## src/rtl/multicycle_control_fsm.sv

```systemverilog
// Control unit for the RV32I multicycle datapath: sequences fetch, decode,
// execute, memory and write-back, and drives the datapath muxes and strobes.
module multicycle_control_fsm #(
   parameter int USE_MEM_READY   = 1,
   parameter int TRAP_ON_ILLEGAL = 1,
   parameter int STATE_WIDTH     = 4
) (
   input  logic                   clock,
   input  logic                   reset,
   input  logic [6:0]             opcode,
   input  logic [2:0]             funct3,
   input  logic [6:0]             funct7,
   input  logic                   Zero,
   input  logic                   MemReady,
   output logic                   MemoryAddressOrigin,
   output logic                   WriteMemory,
   output logic                   ReadMemory,
   output logic                   WriteInstructionRegister,
   output logic [1:0]             RegisterInputOrigin,
   output logic                   WriteRegister,
   output logic                   WriteCurrentPC,
   output logic [1:0]             ALUInputAOrigin,
   output logic [1:0]             ALUInputBOrigin,
   output logic [3:0]             ALUControl,
   output logic                   PCOrigin,
   output logic                   WritePC,
   output logic                   Illegal,
   output logic [STATE_WIDTH-1:0] StateOut
);

   typedef enum logic [STATE_WIDTH-1:0] {
      S_FETCH   = STATE_WIDTH'(4'd0),
      S_DECODE  = STATE_WIDTH'(4'd1),
      S_MEMADDR = STATE_WIDTH'(4'd2),
      S_LOAD    = STATE_WIDTH'(4'd3),
      S_LOADWB  = STATE_WIDTH'(4'd4),
      S_STORE   = STATE_WIDTH'(4'd5),
      S_EXEC_R  = STATE_WIDTH'(4'd6),
      S_EXEC_I  = STATE_WIDTH'(4'd7),
      S_ALUWB   = STATE_WIDTH'(4'd8),
      S_BRANCH  = STATE_WIDTH'(4'd9),
      S_JAL     = STATE_WIDTH'(4'd10),
      S_JALR    = STATE_WIDTH'(4'd11),
      S_LUI     = STATE_WIDTH'(4'd12),
      S_AUIPC   = STATE_WIDTH'(4'd13),
      S_TRAP    = STATE_WIDTH'(4'd15)
   } state_t;

   localparam logic [6:0] OP_LOAD   = 7'b0000011;
   localparam logic [6:0] OP_STORE  = 7'b0100011;
   localparam logic [6:0] OP_REG    = 7'b0110011;
   localparam logic [6:0] OP_IMM    = 7'b0010011;
   localparam logic [6:0] OP_BRANCH = 7'b1100011;
   localparam logic [6:0] OP_JAL    = 7'b1101111;
   localparam logic [6:0] OP_JALR   = 7'b1100111;
   localparam logic [6:0] OP_LUI    = 7'b0110111;
   localparam logic [6:0] OP_AUIPC  = 7'b0010111;

   localparam logic [3:0] ALU_ADD  = 4'd0;
   localparam logic [3:0] ALU_SUB  = 4'd1;
   localparam logic [3:0] ALU_AND  = 4'd2;
   localparam logic [3:0] ALU_OR   = 4'd3;
   localparam logic [3:0] ALU_XOR  = 4'd4;
   localparam logic [3:0] ALU_SLL  = 4'd5;
   localparam logic [3:0] ALU_SRL  = 4'd6;
   localparam logic [3:0] ALU_SRA  = 4'd7;
   localparam logic [3:0] ALU_SLT  = 4'd8;
   localparam logic [3:0] ALU_SLTU = 4'd9;

   localparam logic [6:0] F7_ALT = 7'b0100000;

   // Register-register and immediate ops share one mapping; only R-type honours SUB.
   function automatic logic [3:0] alu_decode(input logic [2:0] f3, input logic [6:0] f7,
                                             input logic is_reg);
      logic [3:0] op;
      case (f3)
         3'b000:  op = (is_reg && (f7 == F7_ALT)) ? ALU_SUB : ALU_ADD;
         3'b001:  op = ALU_SLL;
         3'b010:  op = ALU_SLT;
         3'b011:  op = ALU_SLTU;
         3'b100:  op = ALU_XOR;
         3'b101:  op = (f7 == F7_ALT) ? ALU_SRA : ALU_SRL;
         3'b110:  op = ALU_OR;
         3'b111:  op = ALU_AND;
         default: op = ALU_ADD;
      endcase
      return op;
   endfunction

   state_t     state_r;
   state_t     state_next_s;
   logic       done_s;
   logic       trap_en_s;
   logic       mao_s, wm_s, rm_s, wir_s, wr_s, wcpc_s, pco_s, wpc_s, ill_s;
   logic [1:0] rio_s, a_s, b_s;
   logic [3:0] alu_s;

   assign done_s    = MemReady | (USE_MEM_READY == 0);
   assign trap_en_s = (TRAP_ON_ILLEGAL != 0);

   // State register with asynchronous reset to FETCH.
   always_ff @(posedge clock or posedge reset) begin
      if (reset) begin
         state_r <= S_FETCH;
      end else begin
         state_r <= state_next_s;
      end
   end

   // Next-state and per-state datapath controls.
   always_comb begin
      state_next_s = state_r;
      mao_s  = 1'b0;
      wm_s   = 1'b0;
      rm_s   = 1'b0;
      wir_s  = 1'b0;
      rio_s  = 2'd0;
      wr_s   = 1'b0;
      wcpc_s = 1'b0;
      a_s    = 2'd0;
      b_s    = 2'd0;
      alu_s  = ALU_ADD;
      pco_s  = 1'b0;
      wpc_s  = 1'b0;
      ill_s  = 1'b0;
      case (state_r)
         S_FETCH: begin
            rm_s = 1'b1;
            if (done_s) begin
               wir_s = 1'b1;
               wcpc_s = 1'b1;
               wpc_s = 1'b1;
               state_next_s = S_DECODE;
            end else begin
               state_next_s = S_FETCH;
            end
         end
         S_DECODE: begin
            a_s = 2'd2;
            b_s = 2'd2;
            case (opcode)
               OP_LOAD, OP_STORE: state_next_s = S_MEMADDR;
               OP_REG:            state_next_s = S_EXEC_R;
               OP_IMM:            state_next_s = S_EXEC_I;
               OP_BRANCH:         state_next_s = S_BRANCH;
               OP_JAL:            state_next_s = S_JAL;
               OP_JALR:           state_next_s = S_JALR;
               OP_LUI:            state_next_s = S_LUI;
               OP_AUIPC:          state_next_s = S_AUIPC;
               default:           state_next_s = trap_en_s ? S_TRAP : S_FETCH;
            endcase
         end
         S_MEMADDR: begin
            a_s = 2'd1;
            b_s = 2'd2;
            if (opcode == OP_STORE) begin
               state_next_s = S_STORE;
            end else begin
               state_next_s = S_LOAD;
            end
         end
         S_LOAD: begin
            mao_s = 1'b1;
            rm_s = 1'b1;
            if (done_s) begin
               state_next_s = S_LOADWB;
            end else begin
               state_next_s = S_LOAD;
            end
         end
         S_LOADWB: begin
            rio_s = 2'd1;
            wr_s = 1'b1;
            state_next_s = S_FETCH;
         end
         S_STORE: begin
            mao_s = 1'b1;
            wm_s = 1'b1;
            if (done_s) begin
               state_next_s = S_FETCH;
            end else begin
               state_next_s = S_STORE;
            end
         end
         S_EXEC_R: begin
            a_s = 2'd1;
            b_s = 2'd1;
            alu_s = alu_decode(funct3, funct7, 1'b1);
            state_next_s = S_ALUWB;
         end
         S_EXEC_I: begin
            a_s = 2'd1;
            b_s = 2'd2;
            alu_s = alu_decode(funct3, funct7, 1'b0);
            state_next_s = S_ALUWB;
         end
         S_ALUWB: begin
            wr_s = 1'b1;
            state_next_s = S_FETCH;
         end
         S_BRANCH: begin
            // Target was latched into ALUOut during DECODE; the ALU compares here.
            a_s = 2'd1;
            b_s = 2'd1;
            pco_s = 1'b1;
            state_next_s = S_FETCH;
            case (funct3)
               3'b000: begin alu_s = ALU_SUB;  wpc_s = Zero;  end
               3'b001: begin alu_s = ALU_SUB;  wpc_s = ~Zero; end
               3'b100: begin alu_s = ALU_SLT;  wpc_s = ~Zero; end
               3'b101: begin alu_s = ALU_SLT;  wpc_s = Zero;  end
               3'b110: begin alu_s = ALU_SLTU; wpc_s = ~Zero; end
               3'b111: begin alu_s = ALU_SLTU; wpc_s = Zero;  end
               default: state_next_s = trap_en_s ? S_TRAP : S_FETCH;
            endcase
         end
         S_JAL: begin
            rio_s = 2'd2;
            wr_s = 1'b1;
            pco_s = 1'b1;
            wpc_s = 1'b1;
            state_next_s = S_FETCH;
         end
         S_JALR: begin
            a_s = 2'd1;
            b_s = 2'd2;
            wpc_s = 1'b1;
            rio_s = 2'd2;
            wr_s = 1'b1;
            state_next_s = S_FETCH;
         end
         S_LUI: begin
            a_s = 2'd3;
            b_s = 2'd2;
            state_next_s = S_ALUWB;
         end
         S_AUIPC: begin
            a_s = 2'd2;
            b_s = 2'd2;
            state_next_s = S_ALUWB;
         end
         S_TRAP: begin
            ill_s = 1'b1;
            state_next_s = S_TRAP;
         end
         default: begin
            // Unused encodings behave exactly like FETCH.
            rm_s = 1'b1;
            if (done_s) begin
               wir_s = 1'b1;
               wcpc_s = 1'b1;
               wpc_s = 1'b1;
               state_next_s = S_DECODE;
            end else begin
               state_next_s = S_FETCH;
            end
         end
      endcase
   end

   // Strobes are squelched for as long as reset is held, aborting any access.
   assign WriteMemory              = wm_s & ~reset;
   assign ReadMemory               = rm_s & ~reset;
   assign WriteInstructionRegister = wir_s & ~reset;
   assign WriteRegister            = wr_s & ~reset;
   assign WriteCurrentPC           = wcpc_s & ~reset;
   assign WritePC                  = wpc_s & ~reset;
   assign MemoryAddressOrigin      = mao_s;
   assign RegisterInputOrigin      = rio_s;
   assign ALUInputAOrigin          = a_s;
   assign ALUInputBOrigin          = b_s;
   assign ALUControl               = alu_s;
   assign PCOrigin                 = pco_s;
   assign Illegal                  = ill_s;
   assign StateOut                 = state_r;

endmodule

```

## config.mk

```make
export PLATFORM = sky130hd
export DESIGN_NAME = multicycle_control_fsm
export DESIGN_NICKNAME = d
export VERILOG_FILES = /design/src/rtl/multicycle_control_fsm.sv
export SDC_FILE = /design/constraint.sdc
export NUM_CORES = 1
export LEC_CHECK = 0
export CAP_MARGIN = 15
export CORE_MARGIN = 2
export CORE_UTILIZATION = 39
export DETAILED_ROUTE_END_ITERATION = 12
export PLACE_DENSITY = 0.8
export SYNTH_ARGS = -nofsm -noshare
export SYNTH_HDL_FRONTEND = slang
export SYNTH_SLANG_ARGS = --single-unit
```

## constraint.sdc

```tcl
create_clock -name clock -period 2 [get_ports clock]
set_clock_uncertainty 0.05 [all_clocks]
set_input_delay 0.3 -clock clock [delete_from_list [all_inputs] [get_ports clock]]
set_output_delay 0.3 -clock clock [all_outputs]
set_load 0.02 [all_outputs]
```

## After elaboration in Yosys (flattened, before gate mapping)

Cells that the tools add are included.
Widths: inputs -> output; s select.

- Flip-flop bits (word level): 4
- Word-level logic and storage cells: 85

- Muxes and demuxes: 26
- Reductions and logical operators: 20
- Eq/ne operators: 31
- Bitwise logic cells: 7

Operators by type and width:

| kind | number |
|---|---|
| $pmux 4 s8 | 4 |
| $eq 4x4->1 const B | 7 |
| $eq 7x6->1 const B | 4 |
| $pmux 4 s3 | 2 |
| $eq 7x7->1 const B | 3 |
| $reduce_or 2->1 | 9 |
| $eq 4x3->1 const B | 4 |
| $eq 7x5->1 const B | 2 |
| $reduce_or 14->1 | 1 |
| $reduce_or 13->1 | 1 |
| $eq 3x3->1 const B | 4 |
| $reduce_or 6->1 | 2 |
| $mux 1 | 11 |
| $reduce_or 11->1 | 1 |
| $mux 3 | 3 |
| $eq 4x2->1 const B | 2 |
| $pmux 2 s2 | 2 |
| $reduce_or 4->1 | 2 |
| $eq 7x2->1 const B | 1 |
| $eq 3x2->1 const B | 2 |
| $pmux 2 s3 | 1 |
| $reduce_or 3->1 | 2 |
| $and 1x1->1 | 5 |
| $reduce_or 5->1 | 1 |
| 7 further kinds | 8 |

## Depth between registers and ports, before layout

Gate-level depths: netlist (run 1).

- Word-level depth: 5
- Mapped depth: 5
- Depth with buffers taken out: 4

## Worst setup path after synthesis (run 1)

No wires, ideal clock.

- Path kind: register to output
- From: register state_r[3] (netlist: StateOut[3])
- To: output port WriteInstructionRegister
- Stages on the path, launching flop included: 6
- Buffers on the path: 3
- Data arrival time: 1,925 ps
- Path slack: -275 ps
- Required time: 1,650 ps
- Cells stage by stage: dfrtp_1 buf_2 clkbuf_1 nand3_1 a211oi_1 buf_4

- Word-level cells in the longest chain between the ends: 4

RTL lines:

| item | line | text |
|---|---|---|
| from (decl) | 90 | `state_t state_r;` |
| from (signal assigned) | 106 | `state_r <= state_next_s;` |
| $eq 4x4->1 (tied with other cells) | n/a |  |
| $reduce_or 14->1 (no source line) (*) | n/a |  |
| $mux 1 (*) | n/a |  |
| $and 1x1->1 (*) | n/a |  |
| to (decl) | 18 | `output logic WriteInstructionRegister,` |

Mark *: on every way between the ends. The rest lies on a longest branch, timed or not.

## Worst setup path after layout (run 1)

- From: register state_r[3] (netlist: StateOut[3])
- To: output port RegisterInputOrigin[0]

- Word-level cells in the longest chain between the ends: 3

RTL lines:

| item | line | text |
|---|---|---|
| $eq 4x4->1 | 126 | `case (state_r)` |
| $reduce_or 2->1 (no source line) | n/a |  |
| $pmux 2 s2 (*) | 126 |  |
| to (decl) | 19 | `output logic [1:0] RegisterInputOrigin,` |

Marked as above.

==> results of run 1 <==
## path summary, 6_finish.rpt
kind / end / slack (ns) / startpoint / cells after the start
setup / recovery: RegisterInputOrigin[0] / 0.04 / StateOut[3] / 6
hold / removal: StateOut[1] / 0.54 / reset / 3
setup reg to reg: StateOut[1] / 0.31 / StateOut[1] / 5
hold reg to reg: StateOut[3] / 0.61 / StateOut[3] / 2
max in group asynchronous: StateOut[0] / 1.19 / reset / 3
min in group clock: StateOut[3] / 0.61 / StateOut[3] / 2
## metal layers
metal	part of all wire, %	wire [um]	vias to the layer above
met5	0	0	-
met4	1.7	51	0
met3	5.7	174	8
met2	52	1600	62
met1	40	1240	584
li1	-	-	603
## through the flow
stage / hold WS, ns / total power [mW]
global placement: 0.651 / 1.71
detailed placement: 0.667 / 1.73
CTS: 0.533 / 1.77
global route: 0.547 / 1.93
floorplan: 0.0161 / 0.995
finish: 0.542 / 1.81
## power by group through the flow
| stage | registers [mW] | logic, mW | clock network, mW |
|---|---|---|---|
| after floorplan | 0.184 | 0.810 | 0 |
| after global placement | 0.175 | 1.53 | 0 |
| after detailed placement | 0.177 | 1.55 | 0 |
| after CTS | 0.179 | 1.49 | 0.103 |
| after global routing | 0.194 | 1.63 | 0.109 |
| final | 0.186 | 1.52 | 0.103 |
## worst register-to-register path: cells and delay by family (launching register included)
family	cells	cell delay (ns)
buffers and inverters	1	0.17
flip-flops	1	0.44
AO/OA/AOI/OAI	3	0.38
AND/OR/NAND/NOR	1	0.54
## final cells by class
class / instances / area, um^2
multi-input combinational: 106 / 673
timing repair buffer: 77 / 639
fill: 152 / 493
sequential: 4 / 105
tap: 27 / 33.8
clock buffer: 3 / 22.5
inverter: 4 / 15.0
## timing repair
action / 4_1_cts / 5_1_grt
setup endpoints to repair: 19 / 13
buffers inserted: 0 / 1
pin swaps: 0 / 1
gates resized for setup: 45 / 20
gates cloned: 0 / 0
## logic make-up (layout without fill, tap and decap cells)
kind of cell | after synthesis | after routing | share of synthesized area (%)
AOI/OAI and AO/OA | 36 | 36 | 31.1
DFF | 4 | 4 | 12.1
xor gates and xnor gates | 3 | 3 | 3.18
and+or+nand+nor | 65 | 65 | 41.8
muxes | 2 | 2 | 2.42
buffers and inverters | 14 | 84 | 9.39
## synth_stat cells (all sizes together) (2+ instances only)
cell type,instances
and2,2
o21ai,5
nor2,19
nand2,10
a41o,2
o2111ai,3
o21a,2
inv,4
clkbuf,2
nor2b,2
xnor2,3
o211ai,2
buf,8
o22ai,2
a21boi,3
nor3,7
nor4,2
nor3b,3
a21oi,8
a211oi,2
dfrtp,4
nand3,5
mux2i,2
nand4,2
nand2b,7
==> impl_metrics.json, run 1 <==
{
  "io_pins": 44,
  "die_h_um": 50.0,
  "clkPwrFrac_pct": 5.7,
  "grtUsageTotal_pct": 23.1,
  "cts_tree": "yes",
  "status": "finished, final reports clean",
  "use_met3_pct": 3.94,
  "rsz0062_at_grt": "true",
  "setup_viol": 0,
  "mostFrequentLayoutCells": "buf_4, clkdlybuf4s50_1, nor2_1",
  "crit_path_start_kind": "flip-flop",
  "antenna_left": 0,
  "swShare_pct": 48.8,
  "path_clk_slew_ns": 0.04,
  "grtUsageMet2_pct": 47.4,
  "pre_cts_ws_ns": -0.341,
  "finalCritPeriodShare_pct": 97.9,
  "cp-end-kind": "primary output",
  "grt_max_degree": 16,
  "slew_headroom_pct": 76.1,
  "cts.sinks": 4,
  "fin_cells": 221,
  "largest_reg_flops": 4,
  "cp_num_buf_inv": 4,
  "cts_buffer_depth": 2,
  "routedWlPerCell_um": 13.8,
  "first_iter_violations": 35,
  "seqPwrFrac_pct": 10.3,
  "grt_pass1_wl_mm": 4.56,
  "vias": 1257,
  "critical_path.top_delay_family": "buffers and inverters",
  "design.die.area_um2": 2500,
  "power.leakage_nw": 0.665,
  "rows": 16,
  "worstPathMaxFanout": 7,
  "final_nets": 217,
  "yosysUniqueCellTypes": 46,
  "final_util_pct": 75.1,
  "antenna_cells": 0,
  "layout_min_cycle_time_ns": 1.96,
  "maxSlewViolCount": 0,
  "dpl.hpwl_mm": 2.41,
  "globalRouteMet1Util_pct": 23.1,
  "drc": 0,
  "synth_fp_nets": 145,
  "slowest_stage": "dfrtp_2",
  "clk_latency_ns": 0.24,
  "dp.cells": 217,
  "synth_area_um2": 826,
  "ir_drop_mv": 0.729,
  "drive_gt1_share_pct": 34.0,
  "grt_busiest_layer": "met2",
  "cp.required_ns": 1.65,
  "final_common_cell": "buf_4",
  "netlist.area_leader.share_pct": 12.1,
  "dr.pass1.iters": 4,
  "crit_type": "reg2out",
  "cpMostUsedCell": "buf_4",
  "async_flop_share_pct": 100,
  "synth_edf_count": 0,
  "synth.largest_area_cell": "dfrtp_1",
  "yosys_warnings": 0,
  "crit_chain": "buf_4, nand2b_1, nor3_2, buf_4, buf_4, buf_4",
  "place_area_um2": 1490,
  "h-tree-depth": 1,
  "finalSetupTns_ns": 0,
  "synthTopCellsByArea": "dfrtp_1, nor2_1, nand2b_1",
  "portBuffers": 43,
  "syn2layout_area_growth_pct": 80.3,
  "grt_pass1_vias": 1120,
  "tightest_slew_ns": 0.356,
  "routed_wl_mm": 3.06,
  "cts_buffers": 3,
  "switching_power_mw": 0.884,
  "start_util_pct": 41.7,
  "p_per_area_nw_per_um2": 1220,
  "ys.flop_type": "dfrtp_1",
  "cts_hold_buffers": 0,
  "intPower_mw": 0.928,
  "antenna_found_initial": 0,
  "gp_congestion": 0.891,
  "core_area_um2": 1980,
  "avgSynthCellArea_um2": 6.66,
  "overflow": 0,
  "slowest_delay_ns": 0.44,
  "cp.arrival_ns": 1.61,
  "maxCapViolations": 0,
  "setup_ws_ns": 0.0413,
  "comb_power_share_pct": 84.0,
  "max_freq_mhz": 511,
  "ys_seq_area_share_pct": 12.1,
  "ys_ff_latch": 4,
  "synthCells": 124,
  "final_cell_area_um2": 1490,
  "hp-class": "in2async",
  "via_per_inst": 5.69,
  "dieWidth_um": 50.0,
  "root_buffer": "clkbuf_4",
  "final_hold_viol_count": 0
}
No activity file was read; power rests on OpenSTA's default activity.
==> inputs of run 2 (changes only) <==
--- a/config.mk
+++ b/config.mk
@@ -11,5 +11,7 @@
 export DETAILED_ROUTE_END_ITERATION = 12
 export PLACE_DENSITY = 0.8
+export SETUP_SLACK_MARGIN = 0.1
 export SYNTH_ARGS = -nofsm -noshare
 export SYNTH_HDL_FRONTEND = slang
 export SYNTH_SLANG_ARGS = --single-unit
+export TNS_END_PERCENT = 20
--- a/constraint.sdc
+++ b/constraint.sdc
@@ -3,3 +3,3 @@
 set_input_delay 0.3 -clock clock [delete_from_list [all_inputs] [get_ports clock]]
 set_output_delay 0.3 -clock clock [all_outputs]
-set_load 0.02 [all_outputs]
+set_load 0.1 [all_outputs]
==> impl_metrics.json, run 2 <==
{
  "root_buffer": "clkbuf_4",
  "stop_stage": "global routing (5_1_grt)",
  "synth_edf_count": 0,
  "netlist.area_leader.share_pct": 12.1,
  "ys_seq_area_share_pct": 12.1,
  "error_line": "[ERROR GRT-0232] Routing congestion too high. Check the congestion heatmap in the GUI.",
  "status": "aborted with a tool error",
  "postGrtWorstEndpoint": "WriteInstructionRegister",
  "yosysUniqueCellTypes": 46,
  "grt_max_degree": 11,
  "yosysMostFrequentCell": "nor2_1",
  "cts_buffers": 3,
  "start_util_pct": 41.7,
  "cts.sinks": 4,
  "overflow": 8,
  "ys_ff_latch": 4,
  "dpl.hpwl_mm": 2.58,
  "cts_buffer_depth": 2,
  "portBuffers": 43,
  "synth_area_um2": 826,
  "die_h_um": 50.0,
  "async_flop_share_pct": 100,
  "synth_common_cells": "nor2_1, nand2_1, a21oi_1, nand2b_1, nor3_1",
  "gp_congestion": 0.888,
  "synth_fp_nets": 145,
  "grtUsageTotal_pct": 58.6,
  "yosys_warnings": 0,
  "ys.flop_type": "dfrtp_1",
  "synthTopCellsByArea": "dfrtp_1, nor2_1, nand2b_1",
  "cts_hold_buffers": 0,
  "rows": 16,
  "avgSynthCellArea_um2": 6.66,
  "worstEndpointType": "output port",
  "io_pins": 44,
  "dieWidth_um": 50.0,
  "h-tree-depth": 1,
  "synth.largest_area_cell": "dfrtp_1",
  "synthCells": 124
}
==> run 2: cell counts after synthesis <==
Identical to the previous run, type by type.
==> run 2: per-layer routing <==
metal  overflow  GRT usage, %
met4          5          57.4
met1          0          61.8
met2          3          82.9
met5          0             0
met3          0          28.2
==> run 2: timing repair <==
| action | CTS |
|---|---|
| gates resized for setup | 17 |
| setup endpoints to repair | 15 |
| pin swaps | 8 |
| buffers inserted | 13 |
==> run 2: cell families after synthesis <==
kind of cell | count (synthesis) | synth area share (%)
mux | 2 | 2.42
buf+inv | 14 | 9.39
flops | 4 | 12.1
xor+xnor | 3 | 3.18
simple gates | 65 | 41.8
compound gates | 36 | 31.1
==> run 2: metrics by stage <==
step	setup TNS [ns]	util (%)	worst slack, ns	instance area, um^2	instances
detailed placement	-0.0220	83.6	-0.0220	1660	197
CTS	-0.245	93.9	-0.0695	1860	213
floorplan	-9.01	-	-0.781	960	124
global placement	0	83.6	0.0466	1660	197
==> inputs of run 3 (changes only) <==
CORE_AREA = 2 2 63 65   (was default)
CORE_MARGIN = default   (was 2)
CORE_UTILIZATION = default   (was 39)
DIE_AREA = 0 0 65 67   (was default)
PLACE_DENSITY = default   (was 0.8)
PLACE_DENSITY_LB_ADDON = 0.15   (was default)
SETUP_SLACK_MARGIN = default   (was 0.1)
==> impl_metrics.json, run 3 (synthesis results as in run 1) <==
{
  "dpl.hpwl_mm": 2.48,
  "die_h_um": 67,
  "r2r_cells": 5,
  "design.die.area_um2": 4360,
  "start_util_pct": 22.9,
  "portBuffers": 43,
  "layout_min_cycle_time_ns": 2.05,
  "slowest_delay_ns": 0.52,
  "pre_cts_ws_ns": 0.00692,
  "first_iter_violations": 31,
  "grt_max_degree": 19,
  "seqPwrFrac_pct": 7.3,
  "cp.required_ns": 1.65,
  "io_pins": 44,
  "drive_gt1_share_pct": 45.9,
  "swShare_pct": 58.1,
  "routed_wl_mm": 3.17,
  "max_freq_mhz": 488,
  "grt_pass1_wl_mm": 5.29,
  "largest_reg_flops": 4,
  "antenna_left": 0,
  "crit_type": "reg2out",
  "place_area_um2": 1690,
  "antenna_cells": 0,
  "final_util_pct": 52.0,
  "cts_tree": "yes",
  "routedWlPerCell_um": 13.6,
  "cts_buffer_depth": 2,
  "intPower_mw": 1.44,
  "worstPathMaxFanout": 7,
  "setup_ws_ns": -0.0500,
  "cts_buffers": 3,
  "dr.pass1.iters": 4,
  "final_common_cell": "buf_12",
  "slowest_stage": "dfrtp_4",
  "via_per_inst": 5.05,
  "status": "finished, violations left",
  "maxCapViolations": 0,
  "path_clk_slew_ns": 0.03,
  "crit_chain": "or3_4, a211oi_4, buf_12",
  "gp_congestion": 0.794,
  "crit_path_start_kind": "flip-flop",
  "final_hold_viol_count": 0,
  "comb_power_share_pct": 87.7,
  "overflow": 0,
  "maxSlewViolCount": 0,
  "power_mw": 3.43,
  "rsz0062_at_grt": "true",
  "mostFrequentLayoutCells": "buf_12, buf_4, clkdlybuf4s50_1",
  "ir_drop_mv": 0.655,
  "finalSetupTns_ns": -0.157,
  "grt_pass1_vias": 1147,
  "nFillCells": 322,
  "clk_latency_ns": 0.22,
  "power.leakage_nw": 0.734,
  "cp-end-kind": "primary output",
  "cts.sinks": 4,
  "violations": "setup timing",
  "tightest_slew_ns": 0.378,
  "core_area_um2": 3610,
  "final_cell_area_um2": 1880,
  "slew_headroom_pct": 74.7,
  "setup_viol": 4,
  "h-tree-depth": 1,
  "vias": 1176,
  "finalCritPeriodShare_pct": 102,
  "switching_power_mw": 1.99,
  "grtUsageTotal_pct": 15.4,
  "final_nets": 208,
  "root_buffer": "clkbuf_8",
  "rows": 22,
  "clkPwrFrac_pct": 5.0,
  "antenna_found_initial": 0,
  "dieWidth_um": 65,
  "cp.arrival_ns": 1.70,
  "syn2layout_area_growth_pct": 127,
  "drc": 0,
  "p_per_area_nw_per_um2": 1830,
  "hp-class": "in2async"
}
==> run 3: final timing paths <==
path	startpoint	end	slack, ns
worst max-delay path	StateOut[3]	WriteInstructionRegister	-0.05
worst min-delay path	reset	StateOut[1]	0.64
worst max register to register	StateOut[2]	StateOut[1]	0.29
worst min register to register	StateOut[0]	StateOut[3]	0.78
max in group asynchronous	reset	StateOut[2]	1.07
min in group clock	StateOut[0]	StateOut[3]	0.78
==> run 3: cell type report <==
cell class,count,area [um^2],share of cell area [%]
inverters,4,15.0,0.801
flip-flops and latches,4,115,6.14
repair buffers,68,860,45.8
clock buffers,3,41.3,2.20
multi-input cells,106,785,41.8
well taps,48,60.1,3.20
==> run 3: critical path: cells and delay by family (launching register included) <==
kind | cells | cell delay (ns)
flip-flops | 1 | 0.52
AND/OR/NAND/NOR | 1 | 0.41
AO/OA/AOI/OAI | 1 | 0.33
buffers and inverters | 1 | 0.22
==> run 3: repair_timing <==
action | CTS | global route
pin swaps | 0 | 3
gates resized for setup | 4 | 9
endpoints found under the setup margin | 8 | 10
hold buffers | 0 | 0
buffers inserted | 4 | 6
==> run 3: through the flow <==
stage	std cells	hold WS (ns)
after floorplan	124	0.0162
final	233	0.644
after CTS	227	0.660
after global placement	220	0.716
after global routing	233	0.689
after detailed placement	220	0.710
==> run 3: layer usage <==
layer / part of all wire, % / global-route usage [%] / vias to the layer above
li1: - / - / 583
met1: 40 / 18.3 / 552
met2: 54 / 28.1 / 41
met3: 6.6 / 3.55 / 0
met4: 0 / 3.19 / 0
met5: 0 / 0 / -
==> run 3: power groups by stage <==
stage / logic, mW / registers, mW / clock network [mW]
2_1_floorplan: 1.67 / 0.417 / 0
4_1_cts: 2.85 / 0.267 / 0.174
6_report: 3.01 / 0.251 / 0.171
5_1_grt: 3.15 / 0.263 / 0.181
3_5_place_dp: 2.76 / 0.268 / 0
3_3_place_gp: 2.73 / 0.266 / 0
